==> src/rtl/decode_hazard_ctrl_pkg.sv <==
// Shared constants for the decode hazard controller: ISA opcode/aluop codes and
// the hazard FSM state encoding.
package decode_hazard_ctrl_pkg;

  localparam int unsigned OP_W  = 5;
  localparam int unsigned REG_W = 5;

  localparam logic [OP_W-1:0] OP_LW   = 5'b01000;
  localparam logic [OP_W-1:0] OP_SW   = 5'b00111;
  localparam logic [OP_W-1:0] OP_ADDI = 5'b00101;
  localparam logic [OP_W-1:0] OP_BNE  = 5'b00010;
  localparam logic [OP_W-1:0] OP_BLT  = 5'b00110;
  localparam logic [OP_W-1:0] OP_JR   = 5'b00100;
  localparam logic [OP_W-1:0] OP_BEX  = 5'b10110;

  localparam logic [OP_W-1:0] ALU_MUL = 5'b00110;
  localparam logic [OP_W-1:0] ALU_DIV = 5'b00111;

  localparam logic [REG_W-1:0] REG_STATUS = 5'd30;

  typedef enum logic {
    HZ_RUN     = 1'b0,
    HZ_MD_WAIT = 1'b1
  } hz_state_e;

endpackage

==> src/rtl/decode_hazard_ctrl_if.sv <==
// Pipeline-side view of the hazard controller: decode/execute fields in,
// latch enables and bubble/flush strobes out.
interface decode_hazard_ctrl_if;
  import decode_hazard_ctrl_pkg::*;

  logic [OP_W-1:0]  opcode_d;
  logic [REG_W-1:0] rd_d;
  logic [REG_W-1:0] rs_d;
  logic [REG_W-1:0] rt_d;
  logic             R_d;
  logic [OP_W-1:0]  opcode_x;
  logic [REG_W-1:0] rd_x;
  logic [OP_W-1:0]  aluop_x;
  logic             R_x;
  logic             branch_taken_x;
  logic             md_ready;

  logic pc_en;
  logic fd_en;
  logic dx_en;
  logic fd_flush;
  logic dx_bubble;
  logic xm_bubble;
  logic md_busy;
  logic md_timeout;

  modport master (
    output opcode_d, rd_d, rs_d, rt_d, R_d,
    output opcode_x, rd_x, aluop_x, R_x, branch_taken_x, md_ready,
    input  pc_en, fd_en, dx_en, fd_flush, dx_bubble, xm_bubble, md_busy, md_timeout
  );

  modport slave (
    input  opcode_d, rd_d, rs_d, rt_d, R_d,
    input  opcode_x, rd_x, aluop_x, R_x, branch_taken_x, md_ready,
    output pc_en, fd_en, dx_en, fd_flush, dx_bubble, xm_bubble, md_busy, md_timeout
  );
endinterface

==> src/rtl/decode_hazard_ctrl_src_reg_match.sv <==
// Combinational check: does the instruction in decode read register reg_num?
// Register 0 never matches.
module decode_hazard_ctrl_src_reg_match
  import decode_hazard_ctrl_pkg::*;
(
  input  logic [OP_W-1:0]  opcode_d,
  input  logic             R_d,
  input  logic [REG_W-1:0] rd_d,
  input  logic [REG_W-1:0] rs_d,
  input  logic [REG_W-1:0] rt_d,
  input  logic [REG_W-1:0] reg_num,
  output logic             is_src_c
);

  logic hit;

  always_comb begin
    hit = 1'b0;
    if (R_d) begin
      hit = (rs_d == reg_num) || (rt_d == reg_num);
    end else begin
      unique case (opcode_d)
        OP_ADDI, OP_LW:        hit = (rs_d == reg_num);
        OP_SW, OP_BNE, OP_BLT: hit = (rd_d == reg_num) || (rs_d == reg_num);
        OP_JR:                 hit = (rd_d == reg_num);
        OP_BEX:                hit = (REG_STATUS == reg_num);
        default:               hit = 1'b0;
      endcase
    end
    is_src_c = hit && (reg_num != '0);
  end

endmodule

==> src/rtl/decode_hazard_ctrl.sv <==
// Decode/execute pipeline control: load-use stall, taken-branch flush and
// multi-cycle mul/div occupancy with a timeout.
module decode_hazard_ctrl
  import decode_hazard_ctrl_pkg::*;
#(
  parameter int unsigned MD_LATENCY = 32,
  parameter int unsigned MD_CNT_W   = 6
) (
  input  logic                 clk,
  input  logic                 clr,
  decode_hazard_ctrl_if.slave  bus
);

  hz_state_e           state_q, state_d;
  logic [MD_CNT_W-1:0] cnt_q, cnt_d;
  logic                timeout_q, timeout_d;

  logic rd_x_is_src;
  logic load_use;
  logic md_issue;

  decode_hazard_ctrl_src_reg_match u_src_match (
    .opcode_d (bus.opcode_d),
    .R_d      (bus.R_d),
    .rd_d     (bus.rd_d),
    .rs_d     (bus.rs_d),
    .rt_d     (bus.rt_d),
    .reg_num  (bus.rd_x),
    .is_src_c (rd_x_is_src)
  );

  assign load_use = (bus.opcode_x == OP_LW) && rd_x_is_src;
  assign md_issue = bus.R_x && ((bus.aluop_x == ALU_MUL) || (bus.aluop_x == ALU_DIV))
                    && (state_q == HZ_RUN);

  always_ff @(posedge clk) begin
    if (clr) begin
      state_q   <= HZ_RUN;
      cnt_q     <= '0;
      timeout_q <= 1'b0;
    end else begin
      state_q   <= state_d;
      cnt_q     <= cnt_d;
      timeout_q <= timeout_d;
    end
  end

  always_comb begin
    state_d       = state_q;
    cnt_d         = cnt_q;
    timeout_d     = 1'b0;
    bus.pc_en     = 1'b1;
    bus.fd_en     = 1'b1;
    bus.dx_en     = 1'b1;
    bus.fd_flush  = 1'b0;
    bus.dx_bubble = 1'b0;
    bus.xm_bubble = 1'b0;
    bus.md_busy   = 1'b0;

    unique case (state_q)
      HZ_RUN: begin
        if (md_issue) begin
          state_d       = HZ_MD_WAIT;
          cnt_d         = MD_CNT_W'(1);
          bus.pc_en     = 1'b0;
          bus.fd_en     = 1'b0;
          bus.dx_en     = 1'b0;
          bus.xm_bubble = 1'b1;
        end else if (bus.branch_taken_x) begin
          bus.fd_flush  = 1'b1;
          bus.dx_bubble = 1'b1;
        end else if (load_use) begin
          bus.pc_en     = 1'b0;
          bus.fd_en     = 1'b0;
          bus.dx_bubble = 1'b1;
        end
      end
      HZ_MD_WAIT: begin
        bus.pc_en     = 1'b0;
        bus.fd_en     = 1'b0;
        bus.dx_en     = 1'b0;
        bus.md_busy   = 1'b1;
        bus.xm_bubble = 1'b1;
        // Release the X/M bubble on the exit cycle so the result (or garbage on timeout) advances.
        if (bus.md_ready) begin
          state_d       = HZ_RUN;
          cnt_d         = '0;
          bus.xm_bubble = 1'b0;
        end else if (cnt_q == MD_CNT_W'(MD_LATENCY - 1)) begin
          state_d       = HZ_RUN;
          cnt_d         = '0;
          timeout_d     = 1'b1;
          bus.xm_bubble = 1'b0;
        end else begin
          cnt_d = cnt_q + MD_CNT_W'(1);
        end
      end
      default: state_d = HZ_RUN;
    endcase
  end

  assign bus.md_timeout = timeout_q;

endmodule

==> src/flat_wrapper.sv <==
// flat-port wrapper written by rule: the top's interface ports become plain ports
module decode_hazard_ctrl_flat import decode_hazard_ctrl_pkg::*;
#(
  parameter int unsigned MD_LATENCY = 32,
  parameter int unsigned MD_CNT_W   = 6
)
  (clk, clr, bus_opcode_d, bus_rd_d, bus_rs_d, bus_rt_d, bus_R_d, bus_opcode_x, bus_rd_x, bus_aluop_x, bus_R_x, bus_branch_taken_x, bus_md_ready, bus_pc_en, bus_fd_en, bus_dx_en, bus_fd_flush, bus_dx_bubble, bus_xm_bubble, bus_md_busy, bus_md_timeout);
  decode_hazard_ctrl_if bus_i ();
  input  logic clk;
  input  logic clr;
  input wire logic [$bits(bus_i.opcode_d)-1:0] bus_opcode_d;
  input wire logic [$bits(bus_i.rd_d)-1:0] bus_rd_d;
  input wire logic [$bits(bus_i.rs_d)-1:0] bus_rs_d;
  input wire logic [$bits(bus_i.rt_d)-1:0] bus_rt_d;
  input wire logic [$bits(bus_i.R_d)-1:0] bus_R_d;
  input wire logic [$bits(bus_i.opcode_x)-1:0] bus_opcode_x;
  input wire logic [$bits(bus_i.rd_x)-1:0] bus_rd_x;
  input wire logic [$bits(bus_i.aluop_x)-1:0] bus_aluop_x;
  input wire logic [$bits(bus_i.R_x)-1:0] bus_R_x;
  input wire logic [$bits(bus_i.branch_taken_x)-1:0] bus_branch_taken_x;
  input wire logic [$bits(bus_i.md_ready)-1:0] bus_md_ready;
  output wire logic [$bits(bus_i.pc_en)-1:0] bus_pc_en;
  output wire logic [$bits(bus_i.fd_en)-1:0] bus_fd_en;
  output wire logic [$bits(bus_i.dx_en)-1:0] bus_dx_en;
  output wire logic [$bits(bus_i.fd_flush)-1:0] bus_fd_flush;
  output wire logic [$bits(bus_i.dx_bubble)-1:0] bus_dx_bubble;
  output wire logic [$bits(bus_i.xm_bubble)-1:0] bus_xm_bubble;
  output wire logic [$bits(bus_i.md_busy)-1:0] bus_md_busy;
  output wire logic [$bits(bus_i.md_timeout)-1:0] bus_md_timeout;
  assign bus_i.opcode_d = bus_opcode_d;
  assign bus_i.rd_d = bus_rd_d;
  assign bus_i.rs_d = bus_rs_d;
  assign bus_i.rt_d = bus_rt_d;
  assign bus_i.R_d = bus_R_d;
  assign bus_i.opcode_x = bus_opcode_x;
  assign bus_i.rd_x = bus_rd_x;
  assign bus_i.aluop_x = bus_aluop_x;
  assign bus_i.R_x = bus_R_x;
  assign bus_i.branch_taken_x = bus_branch_taken_x;
  assign bus_i.md_ready = bus_md_ready;
  assign bus_pc_en = bus_i.pc_en;
  assign bus_fd_en = bus_i.fd_en;
  assign bus_dx_en = bus_i.dx_en;
  assign bus_fd_flush = bus_i.fd_flush;
  assign bus_dx_bubble = bus_i.dx_bubble;
  assign bus_xm_bubble = bus_i.xm_bubble;
  assign bus_md_busy = bus_i.md_busy;
  assign bus_md_timeout = bus_i.md_timeout;
  decode_hazard_ctrl #(.MD_LATENCY(MD_LATENCY), .MD_CNT_W(MD_CNT_W)) u_core (.clk(clk), .clr(clr), .bus(bus_i));
endmodule
==> config.mk <==
export PLATFORM = sky130hd
export DESIGN_NAME = decode_hazard_ctrl_flat
export DESIGN_NICKNAME = d
export VERILOG_FILES = /design/src/rtl/decode_hazard_ctrl_pkg.sv /design/src/rtl/decode_hazard_ctrl_if.sv /design/src/rtl/decode_hazard_ctrl_src_reg_match.sv /design/src/rtl/decode_hazard_ctrl.sv /design/src/flat_wrapper.sv
export SDC_FILE = /design/constraint.sdc
export NUM_CORES = 1
export LEC_CHECK = 0
export ABC_AREA = 0
export BUFFER_PORTS_ARGS = -buffer_cell sky130_fd_sc_hd__buf_2
export CAP_MARGIN = 20
export CORE_MARGIN = 2
export CORE_UTILIZATION = 40
export CTS_BUF_LIST = sky130_fd_sc_hd__clkbuf_8
export DETAILED_ROUTE_END_ITERATION = 10
export GPL_TIMING_DRIVEN = 0
export PLACE_DENSITY = 0.89
export SLEW_MARGIN = 10
export SYNTH_ARGS = -nofsm -noshare
export SYNTH_HDL_FRONTEND = slang
export SYNTH_SLANG_ARGS = --single-unit
export TNS_END_PERCENT = 1
==> constraint.sdc <==
create_clock -name clk -period 1.55 [get_ports clk]
set_input_delay 0 -clock clk [delete_from_list [all_inputs] [get_ports clk]]
set_output_delay 0 -clock clk [all_outputs]
set_load 0.005 [all_outputs]
-- Word-level counts from Yosys, hierarchy flattened
Index checks and enable logic that the tools add are counted.
- word-level logic and storage cells: 57
- output and inout port bits: 8
- register bits: 8
- input port bits: 41
- add/subtract/negate cells: 1
- reduce and logical (&&, ||, !) cells: 11
- muxes and demuxes: 25
- equal/unequal tests: 16
- bitwise operators: 1
- operator list (kind ; number):
    5-bit by 3-bit equality test with 1-bit output, second input constant ; 6
    6-bit two-way mux ; 3
    1-bit two-way mux ; 17
    5-bit equality test ; 3
    6-bit case mux with 2 select lines ; 1
    5-bit by 4-bit equality test with 1-bit output, second input constant ; 2
    6-bit by 1-bit adder with 6-bit output, second input constant ; 1
    6-bit by 5-bit equality test with 1-bit output, second input constant ; 1
    1-bit case mux with 2 select lines ; 3
    3-bit OR reduction ; 2
    5-bit by 2-bit equality test with 1-bit output, second input constant ; 1
    5-bit equality test, first input constant ; 1
    5-bit equality test, second input constant ; 1
    5-bit nonzero test ; 1
    1-bit logical AND ; 4
    1-bit case mux with 4 select lines ; 1
    1-bit logical OR ; 3
    2-bit by 1-bit inequality test with 1-bit output, second input constant ; 1
    2-bit OR reduction ; 1
    1-bit NOT ; 1

-- Logic depth before layout (Yosys ltp)
Gate-level depths: netlist of run 1.
- depth in word-level cells: 10
- gate-level depth with buffers: 6

-- By module
Synthesis of run 1 repeated with hierarchy kept, for this count alone.
- cell total of the unflattened synthesis: 89
- area, all modules: 728.2 sq um
- by module, submodules not included (module ; instances ; cells each ; seq. area each (sq um) ; area each (sq um)):
    decode_hazard_ctrl ; 1 ; 51 ; 160.2 ; 440.4
    decode_hazard_ctrl_src_reg_match ; 1 ; 38 ; 0.0 ; 287.8

-- Worst setup path after synthesis of run 1
Ideal clock, no wire load.
- kind: register to register
- start: reg u_core.cnt_q[0]
- end: reg u_core.state_q
- setup time: 0.114 ns
- cell stages (with the launch flop): 6
- required time: 1.436 ns
- clock period less this slack: 1.365 ns
- path buffers: 0
- setup slack: 0.185 ns
- arrival: 1.251 ns
- path through: dfxtp_1 -> ha_1 -> nand3_1 -> o21ai_0 -> o21ai_0 -> nor2b_1
- cells in the longest elaborated chain, start to end: 4
- RTL lines (what ; line ; RTL):
    start: declaration ; decode_hazard_ctrl.sv:15 ; logic [MD_CNT_W-1:0] cnt_q, cnt_d;
    start signal: assignment ; decode_hazard_ctrl.sv:43 ; cnt_q <= cnt_d;
    6-bit by 5-bit equality test with 1-bit output ; decode_hazard_ctrl.sv:89 ; end else if (cnt_q == MD_CNT_W'(MD_LATENCY - 1)) begin
    1-bit two-way mux (2 in a row) ; n/a ;
    1-bit case mux with 2 select lines ; n/a ;
    named net bus_xm_bubble ; flat_wrapper.sv:27 ; output wire logic [$bits(bus_i.xm_bubble)-1:0] bus_xm_bubble;
    end signal: assignment ; decode_hazard_ctrl.sv:42 ; state_q <= state_d;
    end: declaration ; decode_hazard_ctrl.sv:14 ; hz_state_e state_q, state_d;
The timed path passes the listed nets, and every way through them passes these cells.
A chain may end at the register's enable or synchronous reset.

-- Worst setup path in the final report of run 1
- start: in bus_opcode_d[0]
- end: out bus_pc_en
- cells in the longest elaborated chain, start to end: 10
- elaborated cells between the ends (all ways): 17
- classes of those cells: 7 x eq/ne; 6 x mux; 4 x reduce/logical
- RTL lines (what ; line ; RTL):
    start: declaration ; flat_wrapper.sv:11 ; input wire logic [$bits(bus_i.opcode_d)-1:0] bus_opcode_d;
    5-bit by 3-bit equality test with 1-bit output (tied with other cells) ; decode_hazard_ctrl_src_reg_match.sv:22 ; unique case (opcode_d)
    3-bit OR reduction / 2-bit OR reduction (equally long branches) ; decode_hazard_ctrl_src_reg_match.sv:22 ;
    1-bit case mux with 4 select lines * ; decode_hazard_ctrl_src_reg_match.sv:22 ;
    1-bit two-way mux * ; decode_hazard_ctrl_src_reg_match.sv:19 ; if (R_d) begin
    1-bit logical AND * ; decode_hazard_ctrl_src_reg_match.sv:30 ; is_src_c = hit && (reg_num != '0);
    1-bit logical AND * ; decode_hazard_ctrl.sv:32 ; assign load_use = (bus.opcode_x == OP_LW) && rd_x_is_src;
    1-bit two-way mux * ; decode_hazard_ctrl.sv:72 ; end else if (load_use) begin
    1-bit two-way mux * ; decode_hazard_ctrl.sv:69 ; end else if (bus.branch_taken_x) begin
    1-bit two-way mux * ; decode_hazard_ctrl.sv:62 ; if (md_issue) begin
    1-bit case mux with 2 select lines * ; decode_hazard_ctrl.sv:60 ; unique case (state_q)
    end: declaration ; flat_wrapper.sv:22 ; output wire logic [$bits(bus_i.pc_en)-1:0] bus_pc_en;
Every way passes the cells marked *; elsewhere a longest branch is shown, timed or not.

==> results.md, run 1 <==
* Max-capacitance violation count at 0
* Total negative setup slack at 0 ns
* Synth unique cells at 30
* Total number of placement rows at 14
* Flop pwr share at 35.3%
* Unrepaired setup endpoints after global routing: true
* Total vias in the final route at 835
* Number of search-and-repair iterations in the first detailed-routing pass at 4
* Ratio of final minimum period to clock period at 99.81%
* Finished Core Util at 63.56%
* CP endpoint: bus_pc_en
* Portion of total power attributed to combinational logic at 23.2%
* Met3 wire length at 137 um
* Synthesized flop and latch total at 8
* Final period demand of the worst path at 1.547 ns
* Largest vdd supply drop at 0.3002 mV
* Kind of start point of the critical path: primary input
* Power per standard cell area at 599.0 nW/um2
* Sequential cell area fraction in the yosys report at 23.44%
* Warnings, synthesis at 0
* Relative contribution of the clock network to total power at 41.5%
* Clock buffers created by TritonCTS at 3
* Data arrival at the endpoint of the critical path at 1.55 ns
* TritonCTS clock tree: built
* Switching portion of total power at 24.16%
* Final wirelength at 1776 um
* CORE AREA at 1559 um2
* Post-Synth XOR/XNOR Area at 19.23%
* Max H-tree Level at 1
* Post-layout nets at 183
* Reg-to-Reg Start: u_core.state_q$_SDFF_PP0_
* Y dimension of the die at 45.33 um
* Post-synthesis area per instance at 7.676 um2
* Area of the die at 2054 um2
* CTS sink cnt at 8
* GRT Resource Usage Total at 19.03%
* # IOs at 49
* HPWL after DPL at 1486 um
* Critical Path Sink Type: output port
* Vias in the first global route at 761
* Clock-pin slew reported for the worst setup and hold paths after clock tree synthesis at 0.04 ns
* Post-route DRC at 0
* Met2 routed WL at 915 um
* Dominant combinational cell family by area after synthesis: simple AND/OR/NAND/NOR gates
* Postcts setup bufs at 0
* Worst reg-to-reg path cell count at 4
* Antenna-violating nets left at 0
* Length of routed wiring on met1 at 705 um
* Int Power at 450.1 uW
* Pin count of the biggest net entering global routing at 9
* Predominant post-synthesis flop cell: dfxtp_1
* Number of endpoints with negative hold slack in the final report at 0
* Max Freq at 646.4 MHz
* Post-DR vias/cell at 5.387
* R2R setup slack at 0.21 ns
* Number of max-slew violations in the final report at 0
* Die outline width at 45.33 um
* Number of inserted diodes at 0
* Area of placed instances at 938.4 um2
* Category of the critical setup timing path: in -> out
* Clock insertion delay at the later pin of the skew report at 0.23 ns
* Final setup fails at 0
* Filler cells at 144
* Count of routing violations after the opening detailed-route iteration at 11
* Register area at 160.2 um2
* Switching component of the power at 143.4 uW
* I/O Buffers at 47
* Slew at the pin closest to its max-slew limit at 0.4148 ns
* Worst setup startpoint: bus_opcode_d[0]
* Initial antenna violation count at 0
* Grt ovf at 0
* Post-layout instance area at 991.0 um2
* Simple-Gate Fraction of Synth Area at 36.81%
* Global-route wire length before repair at 2904 um
* Syn Std Cell Area at 683.2 um2
* Routed wire length per instance at 11.46 um
* Kind of path behind the tightest hold check: in -> reg
* Share of cell area taken by muxes after synthesis at 0%
* Nets in the synthesized netlist at 131
* Setup Skew at 0.004574 ns
* Maximum clock insertion buffer count at 2
* Post-synthesis adder-cell area fraction at 1.832%
* Clock Tree Root: clkbuf_8
* Maximum net fanout on the critical path at 5
* Result of the run: finished, final reports clean
* Fraction of registers with async set or reset after synthesis at 0%
* Starting density of the core at 43.82%
* Fraction of layout cells with a size suffix above 1 at 40.29%
* Highest routed layer: met4
* Fraction of the mapped netlist area in compound gates at 17.03%
* Worst slew margin relative to its limit at 72.24%
* Count of flip-flops with a built-in enable after synthesis at 0
* Final weighted congestion in routability-driven placement at 0.8363
* Area taken by multi-input logic gates at 523.0 um2
* Hold buffers post-CTS at 0
* Required time worst endpoint at 1.55 ns
* Static power due to leakage at 0.4425 nW
* Area growth from synthesis to layout at 45.05%
* Number of standard cells after synthesis at 89
* Reg-to-reg endpoint: u_core.cnt_q[5]$_SDFFE_PP0N_
==> kinds of logic after synthesis <==
logic type,Yosys count
adders and majority gates,1
DFF,8
buffers and inverters,2
xor gates and xnor gates,15
AOI/OAI and AO/OA,20
and+or+nand+nor,43
==> worst min path at each step <==
stage                                         to  from  cells past startpoint  slack [ns]
floorplan           u_core.cnt_q[2]$_SDFFE_PP0N_   clr                      1        0.07
global placement    u_core.cnt_q[4]$_SDFFE_PP0N_   clr                      2        0.27
detailed placement  u_core.cnt_q[3]$_SDFFE_PP0N_   clr                      2        0.28
CTS                 u_core.cnt_q[3]$_SDFFE_PP0N_   clr                      2        0.04
global route        u_core.cnt_q[3]$_SDFFE_PP0N_   clr                      2        0.06
finish              u_core.cnt_q[3]$_SDFFE_PP0N_   clr                      2        0.03
==> flip-flops by register name, summed over array words and instances, names as in the netlist <==
register,count
u_core.state_q,1
u_core.cnt_q,6
u_core.bus.md_timeout,1
==> metal layers <==
metal / up-vias / track usage (%)
met5: - / 0
met4: 0 / 7.059
met3: 2 / 2.000
met2: 43 / 37.71
met1: 366 / 20.05
li1: 424 / -
==> layout make-up <==
| class | count | share of cell area (%) |
|---|---|---|
| plain buffers | 1 | 0.7576 |
| clock buffers | 3 | 4.167 |
| inverters | 1 | 0.3788 |
| multi-input cells | 79 | 52.78 |
| flip-flops and latches | 8 | 16.16 |
| well taps | 16 | 2.020 |
| repair buffers | 47 | 23.74 |
==> worst max-delay path, cell delays in order <==
cell and delay, ns:
buf_2 0.12, or4b_1 0.51, a31oi_1 0.17, o2111ai_1 0.12, a31oi_1 0.24, a21boi_1 0.13, buf_4 0.14, buf_2 0.11
==> stage by stage <==
stage | std cells | total power [mW] | worst slack, ns | hold slack [ns]
2_1_floorplan | 89 | 0.2677 | 0.1854 | 0.06907
3_3_place_gp | 152 | 0.3448 | -0.03841 | 0.2704
3_5_place_dp | 152 | 0.3504 | -0.05713 | 0.2823
4_1_cts | 155 | 0.6011 | 0.01292 | 0.03585
5_1_grt | 155 | 0.6241 | -0.04299 | 0.05846
6_report | 155 | 0.5936 | 0.002964 | 0.03324
==> Yosys cell counts (2+ instances only) <==
library cell	instances	share of area (%)
nand3b_1	2	2.2
nor4_1	5	4.6
nand2b_1	3	2.7
xor2_1	12	15
nand2_1	2	1.1
or3_1	2	1.8
nor2_1	7	3.8
nand3_1	5	3.7
a31oi_1	3	2.7
xnor2_1	3	3.8
and3_1	2	1.8
dfxtp_1	8	23
o21ai_0	8	5.9
nor2b_1	6	5.5
nor3_1	3	2.2
a21oi_1	4	2.9
==> power by group through the flow <==
stage / registers (mW) / clock network, mW / logic [mW]
after floorplan: 0.212 / 0 / 0.0553
after global placement: 0.213 / 0 / 0.132
after detailed placement: 0.213 / 0 / 0.138
after CTS: 0.209 / 0.254 / 0.138
after global routing: 0.209 / 0.262 / 0.153
final: 0.209 / 0.247 / 0.138
==> timing repair <==
item | 4_1_cts | 5_1_grt
endpoints found under the hold margin | 0 | 0
pin swaps | 1 | 4
gates resized for setup | 2 | 3
setup endpoints to repair | 2 | 5
==> layout by cell type (no fill, tap or decap) <==
master,count
nor2_1,7
xor2_1,12
clkbuf_8,3
o22ai_1,1
inv_1,1
or3_1,2
nand3_1,4
nand2b_1,3
o21ai_0,7
a22oi_1,1
or3b_2,1
xnor2_1,3
and2_1,1
nand2_1,2
or4b_1,1
o21ai_2,1
nor2b_1,5
nor4_1,5
or2_2,1
buf_4,1
nor3_1,3
o2111ai_1,1
a21boi_1,1
nor2b_2,1
nand3b_1,2
ha_1,1
and3_1,2
or4_1,1
nand4bb_1,1
a21oi_1,4
buf_2,47
nand3_2,1
a31oi_1,3
dfxtp_1,8
o21a_1,1
Power figures use the tool's default switching activity.
==> run 2: changes to the inputs <==
clock period = 1.8 ns   (was 1.55 ns; I/O delays follow)
==> run 2 against run 1 <==
Effect of this change: count of clock-buffer cells in the layout is the same; final area fell by 1.1%; die area unchanged; sequential cell count unchanged; clock power is 14% lower; sequential power is 14% lower; sequential share of layout area increased by 0.19 points; first-iteration DRC count shrank 45%; setup slack better by 0.18 ns; critical endpoint unchanged; largest power group unchanged; highest routed layer unchanged.
==> results.md, run 2 (synthesis results as in run 1) <==
* Maximum net fanout on the critical path at 5 (unchanged)
* Initial antenna violation count at 0 (unchanged)
* Number of search-and-repair iterations in the first detailed-routing pass at 3 (-1)
* Critical Path Sink Type: output port
* I/O Buffers at 47 (unchanged)
* Worst reg-to-reg path cell count at 4 (unchanged)
* Post-layout nets at 183 (unchanged)
* Final setup fails at 0 (unchanged)
* Maximum clock insertion buffer count at 2 (unchanged)
* Clock buffers created by TritonCTS at 3 (unchanged)
* Vias in the first global route at 755 (-0.79%)
* Antenna-violating nets left at 0 (unchanged)
* Clock-pin slew reported for the worst setup and hold paths after clock tree synthesis at 0.04 ns (about the same)
* Portion of total power attributed to combinational logic at 23.1% (about the same)
* Starting density of the core at 43.82% (unchanged)
* Max H-tree Level at 1 (unchanged)
* TritonCTS clock tree: built
* Switching component of the power at 122.5 uW (-15%)
* Reg-to-Reg Start: u_core.state_q$_SDFF_PP0_
* Unrepaired setup endpoints after global routing: false
* Largest vdd supply drop at 0.2575 mV (-14%)
* Count of placed standard cells in the final layout, fillers left out at 155 (unchanged)
* CTS sink cnt at 8 (unchanged)
* Hold wc startpoint: clr
* Total number of placement rows at 14 (unchanged)
* Grt ovf at 0 (unchanged)
* Number of inserted diodes at 0 (unchanged)
* Slew at the pin closest to its max-slew limit at 0.4132 ns (-0.001644 ns)
* Final wirelength at 1713 um (-3.5%)
* Number of max-slew violations in the final report at 0 (unchanged)
* Kind of start point of the critical path: primary input
* Total negative setup slack at 0 ns (unchanged)
* Global-route wire length before repair at 2877 um (-0.93%)
* Int Power at 387.4 uW (-14%)
* Result of the run: finished, final reports clean
* Pin count of the biggest net entering global routing at 9 (unchanged)
* Clock insertion delay at the later pin of the skew report at 0.23 ns (about the same)
* Relative contribution of the clock network to total power at 41.5% (about the same)
* R2R setup slack at 0.34 ns (+0.13 ns)
* Max-capacitance violation count at 0 (unchanged)
* Category of the critical setup timing path: in -> out
* Post-CTS resize count at 0 (-2)
* Routed wire length per instance at 11.05 um (-3.5%)
* Data arrival at the endpoint of the critical path at 1.62 ns (+0.07 ns)
* Required time worst endpoint at 1.80 ns (+0.25 ns)
* Die outline width at 45.33 um (unchanged)
* Area growth from synthesis to layout at 43.41%
* Setup Skew at 0.005177 ns (+0.0006027 ns)
* Static power due to leakage at 0.4420 nW (-0.11%)
* GRT Resource Usage Total at 18.87% (-0.16 points)
* Clock Tree Root: clkbuf_8
* Flop pwr share at 35.4% (about the same)
* Count of routing violations after the opening detailed-route iteration at 6 (-5)
* Most common cell after layout, fill and taps aside: buf_2
* Largest Register: u_core.cnt_q
* Reg-to-reg endpoint: u_core.cnt_q[5]$_SDFFE_PP0N_
* Kind of path behind the tightest hold check: in -> reg
* Final worst hold slack at 0.03387 ns (+0.0006298 ns)
* Post-DR vias/cell at 5.329 (-1.1%)
* Endpoint of the worst hold-timing path: u_core.cnt_q[3]$_SDFFE_PP0N_
* Number of flip-flops in the largest register at 6 (unchanged)
* Highest-count cells in the layout ignoring fill and taps: buf_2, xor2_1, dfxtp_1
* # IOs at 49 (unchanged)
* Ratio of final minimum period to clock period at 90.09%
* Cell count after placement at 152 (unchanged)
* Filler cells at 143 (-0.69%)
* Power per standard cell area at 520.4 nW/um2 (-13%)
* Worst hold path stage count at 2 (unchanged)
* Fraction of layout cells with a size suffix above 1 at 38.13% (-2.2 points)
* Total vias in the final route at 826 (-1.1%)
* Postcts setup bufs at 0 (unchanged)
* Hold buffers post-CTS at 0 (unchanged)
* Final weighted congestion in routability-driven placement at 0.8363 (unchanged)
* Worst slew margin relative to its limit at 72.35% (+0.11 points)
* CORE AREA at 1559 um2 (unchanged)
* Final period demand of the worst path at 1.622 ns
* Number of endpoints with negative hold slack in the final report at 0 (unchanged)
* Y dimension of the die at 45.33 um (unchanged)
* HPWL after DPL at 1486 um (unchanged)
* Max Freq at 616.7 MHz
* Post-route DRC at 0 (unchanged)
* Area of the die at 2054 um2 (unchanged)
* Switching portion of total power at 24.02% (-0.14 points)
-- run 2: cell count changes in the layout (fill, tap and decap cells not counted) --
cell / delta
o21ai_1: +1
a21boi_1: -1
a21boi_0: +1
nand3_1: +1
o21ai_2: -1
nor2b_2: -1
nor2b_1: +1
nand3_2: -1
-- run 2: per-stage QoR --
step           power, mW  setup WS [ns]  utilization (%)  instance area, um2
2_1_floorplan     0.2305         0.4354                -               683.2
3_3_place_gp      0.2969         0.2116            60.19               938.4
3_5_place_dp      0.3017         0.1929            60.19               938.4
4_1_cts           0.5175         0.1558            62.84               979.7
5_1_grt           0.5369        0.09067            62.84               979.7
6_report          0.5098         0.1784            62.84               979.7
-- run 2: worst max path at each step --
stage | start | endpoint | slack (ns) | cells after the start
after detailed placement | bus_opcode_d[0] | bus_pc_en | 0.19 | 8
after floorplan | u_core.cnt_q[0]$_SDFFE_PP0N_ | u_core.state_q$_SDFF_PP0_ | 0.44 | 5
after global placement | bus_opcode_d[0] | bus_pc_en | 0.21 | 8
final | bus_opcode_d[0] | bus_pc_en | 0.18 | 8
after global routing | u_core.cnt_q[0]$_SDFFE_PP0N_ | bus_xm_bubble | 0.09 | 5
after CTS | u_core.cnt_q[0]$_SDFFE_PP0N_ | bus_xm_bubble | 0.16 | 5
-- run 2: critical path, stage by stage --
cell       delay [ns]
buf_2            0.12
or4b_1           0.51
a31oi_1          0.21
o2111ai_1        0.12
a31oi_1          0.23
a21boi_0         0.17
buf_4            0.16
buf_2            0.11
-- run 2: cell type report --
cell class | instances | area, um2 | area share, %
Multi-Input combinational cell | 79 | 511.7 | 52.23
Timing Repair Buffer | 47 | 235.2 | 24.01
Sequential cell | 8 | 160.2 | 16.35
Clock buffer | 3 | 41.29 | 4.215
Tap cell | 16 | 20.02 | 2.043
Buffer | 1 | 7.507 | 0.7663
Inverter | 1 | 3.754 | 0.3831
-- run 2: power groups by stage --
| stage | registers, mW | logic, mW | clock network (mW) |
|---|---|---|---|
| after floorplan | 0.183 | 0.0476 | 0 |
| after global placement | 0.183 | 0.114 | 0 |
| after detailed placement | 0.183 | 0.119 | 0 |
| after CTS | 0.180 | 0.119 | 0.218 |
| after global routing | 0.180 | 0.132 | 0.225 |
| final | 0.180 | 0.118 | 0.212 |
-- run 2: metal layers --
layer / vias to the layer above / GRT usage (%) / share of wire (%)
li1: 426 / - / -
met1: 361 / 19.57 / 41
met2: 37 / 37.71 / 51
met3: 2 / 2.000 / 7.4
met4: 0 / 7.059 / 0.99
met5: - / 0 / 0
==> run 3: changes to the inputs <==
REMOVE_ABC_BUFFERS = 1   (was default)
==> run 3 against run 2 <==
Effect of this change: clock skew fell by 0.0013 ns; count of clock-buffer cells in the layout did not move; highest routed layer is now met3; power rose by 0.49%; critical path type is now reg -> out; utilization fell by 0.48 points; largest cell class unchanged; non-clock buffer count fell by 1; routed wire length rose by 9.5%.
==> results.md, run 3 (synthesis results as in run 1) <==
* Result of the run: finished, final reports clean
* Die outline width at 45.33 um (unchanged)
* GRT Resource Usage Total at 21.20% (+2.3 points)
* Filler cells at 146 (+2.1%)
* Post-layout instance area at 972.2 um2 (-0.77%)
* Highest-count cells in the layout ignoring fill and taps: buf_2, xor2_1, dfxtp_1
* # IOs at 49 (unchanged)
* HPWL after DPL at 1567 um (+5.5%)
* Post-layout nets at 182 (-0.55%)
* Post-DR vias/cell at 5.396 (+1.3%)
* Final setup fails at 0 (unchanged)
* Slew at the pin closest to its max-slew limit at 0.4221 ns (+0.008976 ns)
* Antenna-violating nets left at 0 (unchanged)
* R2R setup slack at 0.36 ns (+0.02 ns)
* Kind of path behind the tightest hold check: in -> reg
* Required time worst endpoint at 1.80 ns (about the same)
* Clock buffers created by TritonCTS at 3 (unchanged)
* Most common cell after layout, fill and taps aside: buf_2
* Slowest library cell on the worst path: dfxtp_1
* Cell count after placement at 151 (-0.66%)
* Worst stage delay on the critical path at 0.36 ns (-0.15 ns)
* Kind of start point of the critical path: flip-flop
* CTS sink cnt at 8 (unchanged)
* Area taken by multi-input logic gates at 511.7 um2 (unchanged)
* TritonCTS clock tree: built
* Grt ovf at 0 (unchanged)
* Register area at 160.2 um2 (unchanged)
* Total number of placement rows at 14 (unchanged)
* Largest Register: u_core.cnt_q
* Clock-pin slew reported for the worst setup and hold paths after clock tree synthesis at 0.04 ns (about the same)
* Area of placed instances at 930.9 um2 (-0.80%)
* Clock insertion delay at the later pin of the skew report at 0.23 ns (about the same)
* Total vias in the final route at 831 (+0.61%)
* Y dimension of the die at 45.33 um (unchanged)
* Cell-by-cell trace of the critical path: ha_1 -> nand3_1 -> o21ai_1 -> o21ai_0 -> buf_2
* Worst slew margin relative to its limit at 71.75% (-0.60 points)
* Number of search-and-repair iterations in the first detailed-routing pass at 4 (+1)
* Worst hold path stage count at 2 (unchanged)
* Static power due to leakage at 0.4378 nW (-0.95%)
* Unrepaired setup endpoints after global routing: false
* Ratio of final minimum period to clock period at 84.74% (-5.3 points)
* Count of placed standard cells in the final layout, fillers left out at 154 (-0.65%)
* Count of routing violations after the opening detailed-route iteration at 19 (+13)
* Number of endpoints with negative hold slack in the final report at 0 (unchanged)
* Power per standard cell area at 527.0 nW/um2 (+1.3%)
* Number of inserted diodes at 0 (unchanged)
* Area growth from synthesis to layout at 42.31%
* CORE AREA at 1559 um2 (unchanged)
* Number of max-slew violations in the final report at 0 (unchanged)
* Vias in the first global route at 789 (+4.5%)
* Maximum net fanout on the critical path at 4 (-1)
* Total negative setup slack at 0 ns (unchanged)
* Final period demand of the worst path at 1.525 ns (-0.09628 ns)
* Final weighted congestion in routability-driven placement at 0.8444 (+0.97%)
* Starting density of the core at 43.82% (unchanged)
* Postcts setup bufs at 0 (unchanged)
* Area of the die at 2054 um2 (unchanged)
* Worst reg-to-reg path cell count at 4 (unchanged)
* Final wirelength at 1876 um (+9.5%)
* Pin count of the biggest net entering global routing at 9 (unchanged)
* Max H-tree Level at 1 (unchanged)
* Clock Tree Root: clkbuf_8
* Initial antenna violation count at 0 (unchanged)
* Routed wire length per instance at 12.18 um (+10%)
* Maximum clock insertion buffer count at 2 (unchanged)
* Setup Skew at 0.003892 ns (-0.001284 ns)
* Fraction of layout cells with a size suffix above 1 at 37.68% (-0.45 points)
* Max Freq at 655.6 MHz (+6.3%)
* Category of the critical setup timing path: reg -> out
* Critical Path Sink Type: output port
* I/O Buffers at 47 (unchanged)
* Post-route DRC at 0 (unchanged)
* Largest vdd supply drop at 0.5753 mV (+120%)
* Number of flip-flops in the largest register at 6 (unchanged)
* Max-capacitance violation count at 0 (unchanged)
* Data arrival at the endpoint of the critical path at 1.53 ns (-0.09 ns)
* Global-route wire length before repair at 3201 um (+11%)
-- run 3: cell type report --
class / instances / share of cell area (%)
tap: 16 / 2.059
sequential: 8 / 16.47
inverter: 1 / 0.3861
multi-input combinational: 79 / 52.64
clock buffer: 3 / 4.247
timing repair buffer: 47 / 24.20
-- run 3: power breakdown --
part           total, mW  leakage (nW)  switching [mW]  internal, mW
clock              0.213        0.0216          0.0688         0.145
sequential         0.180        0.0645         0.00114         0.179
combinational      0.119         0.352          0.0556        0.0630
total              0.512         0.438           0.126         0.387
-- run 3: worst paths after layout --
path / startpoint / end
setup / recovery: u_core.cnt_q[0]$_SDFFE_PP0N_ / bus_xm_bubble
hold reg to reg: u_core.cnt_q[5]$_SDFFE_PP0N_ / u_core.cnt_q[5]$_SDFFE_PP0N_
hold / removal: clr / u_core.cnt_q[2]$_SDFFE_PP0N_
setup reg to reg: u_core.state_q$_SDFF_PP0_ / u_core.cnt_q[5]$_SDFFE_PP0N_
-- run 3: what timing repair did --
action	4_1_cts	5_1_grt
hold buffers	0	0
resized for setup	0	1
endpoints found under the hold margin	0	0
setup endpoints to repair	0	1
-- run 3: critical path, delay by kind of cell, from the launching register on --
family / cells / cell delay, ns
flip-flops: 1 / 0.36
buffers and inverters: 1 / 0.15
adder cells (fa/ha/maj): 1 / 0.21
AO/OA/AOI/OAI: 2 / 0.45
AND/OR/NAND/NOR: 1 / 0.13
-- run 3: metal layers --
| layer | track usage [%] | wire length, um | vias to the layer above |
|---|---|---|---|
| met5 | 0 | 0 | - |
| met4 | 1.765 | 0 | 0 |
| met3 | 8.000 | 114 | 0 |
| met2 | 38.29 | 945 | 37 |
| met1 | 24.51 | 816 | 366 |
| li1 | - | - | 428 |
-- run 3: per-stage QoR --
step / total power, mW / utilization (%) / worst slack, ns / hold slack (ns)
5_1_grt: 0.5416 / 62.36 / 0.1157 / 0.05072
6_report: 0.5123 / 62.36 / 0.2747 / 0.04087
2_1_floorplan: 0.2297 / - / 0.4354 / 0.06907
3_5_place_dp: 0.3009 / 59.71 / 0.2672 / 0.2753
4_1_cts: 0.5183 / 62.36 / 0.1275 / 0.03686
3_3_place_gp: 0.2963 / 59.71 / 0.3226 / 0.2704
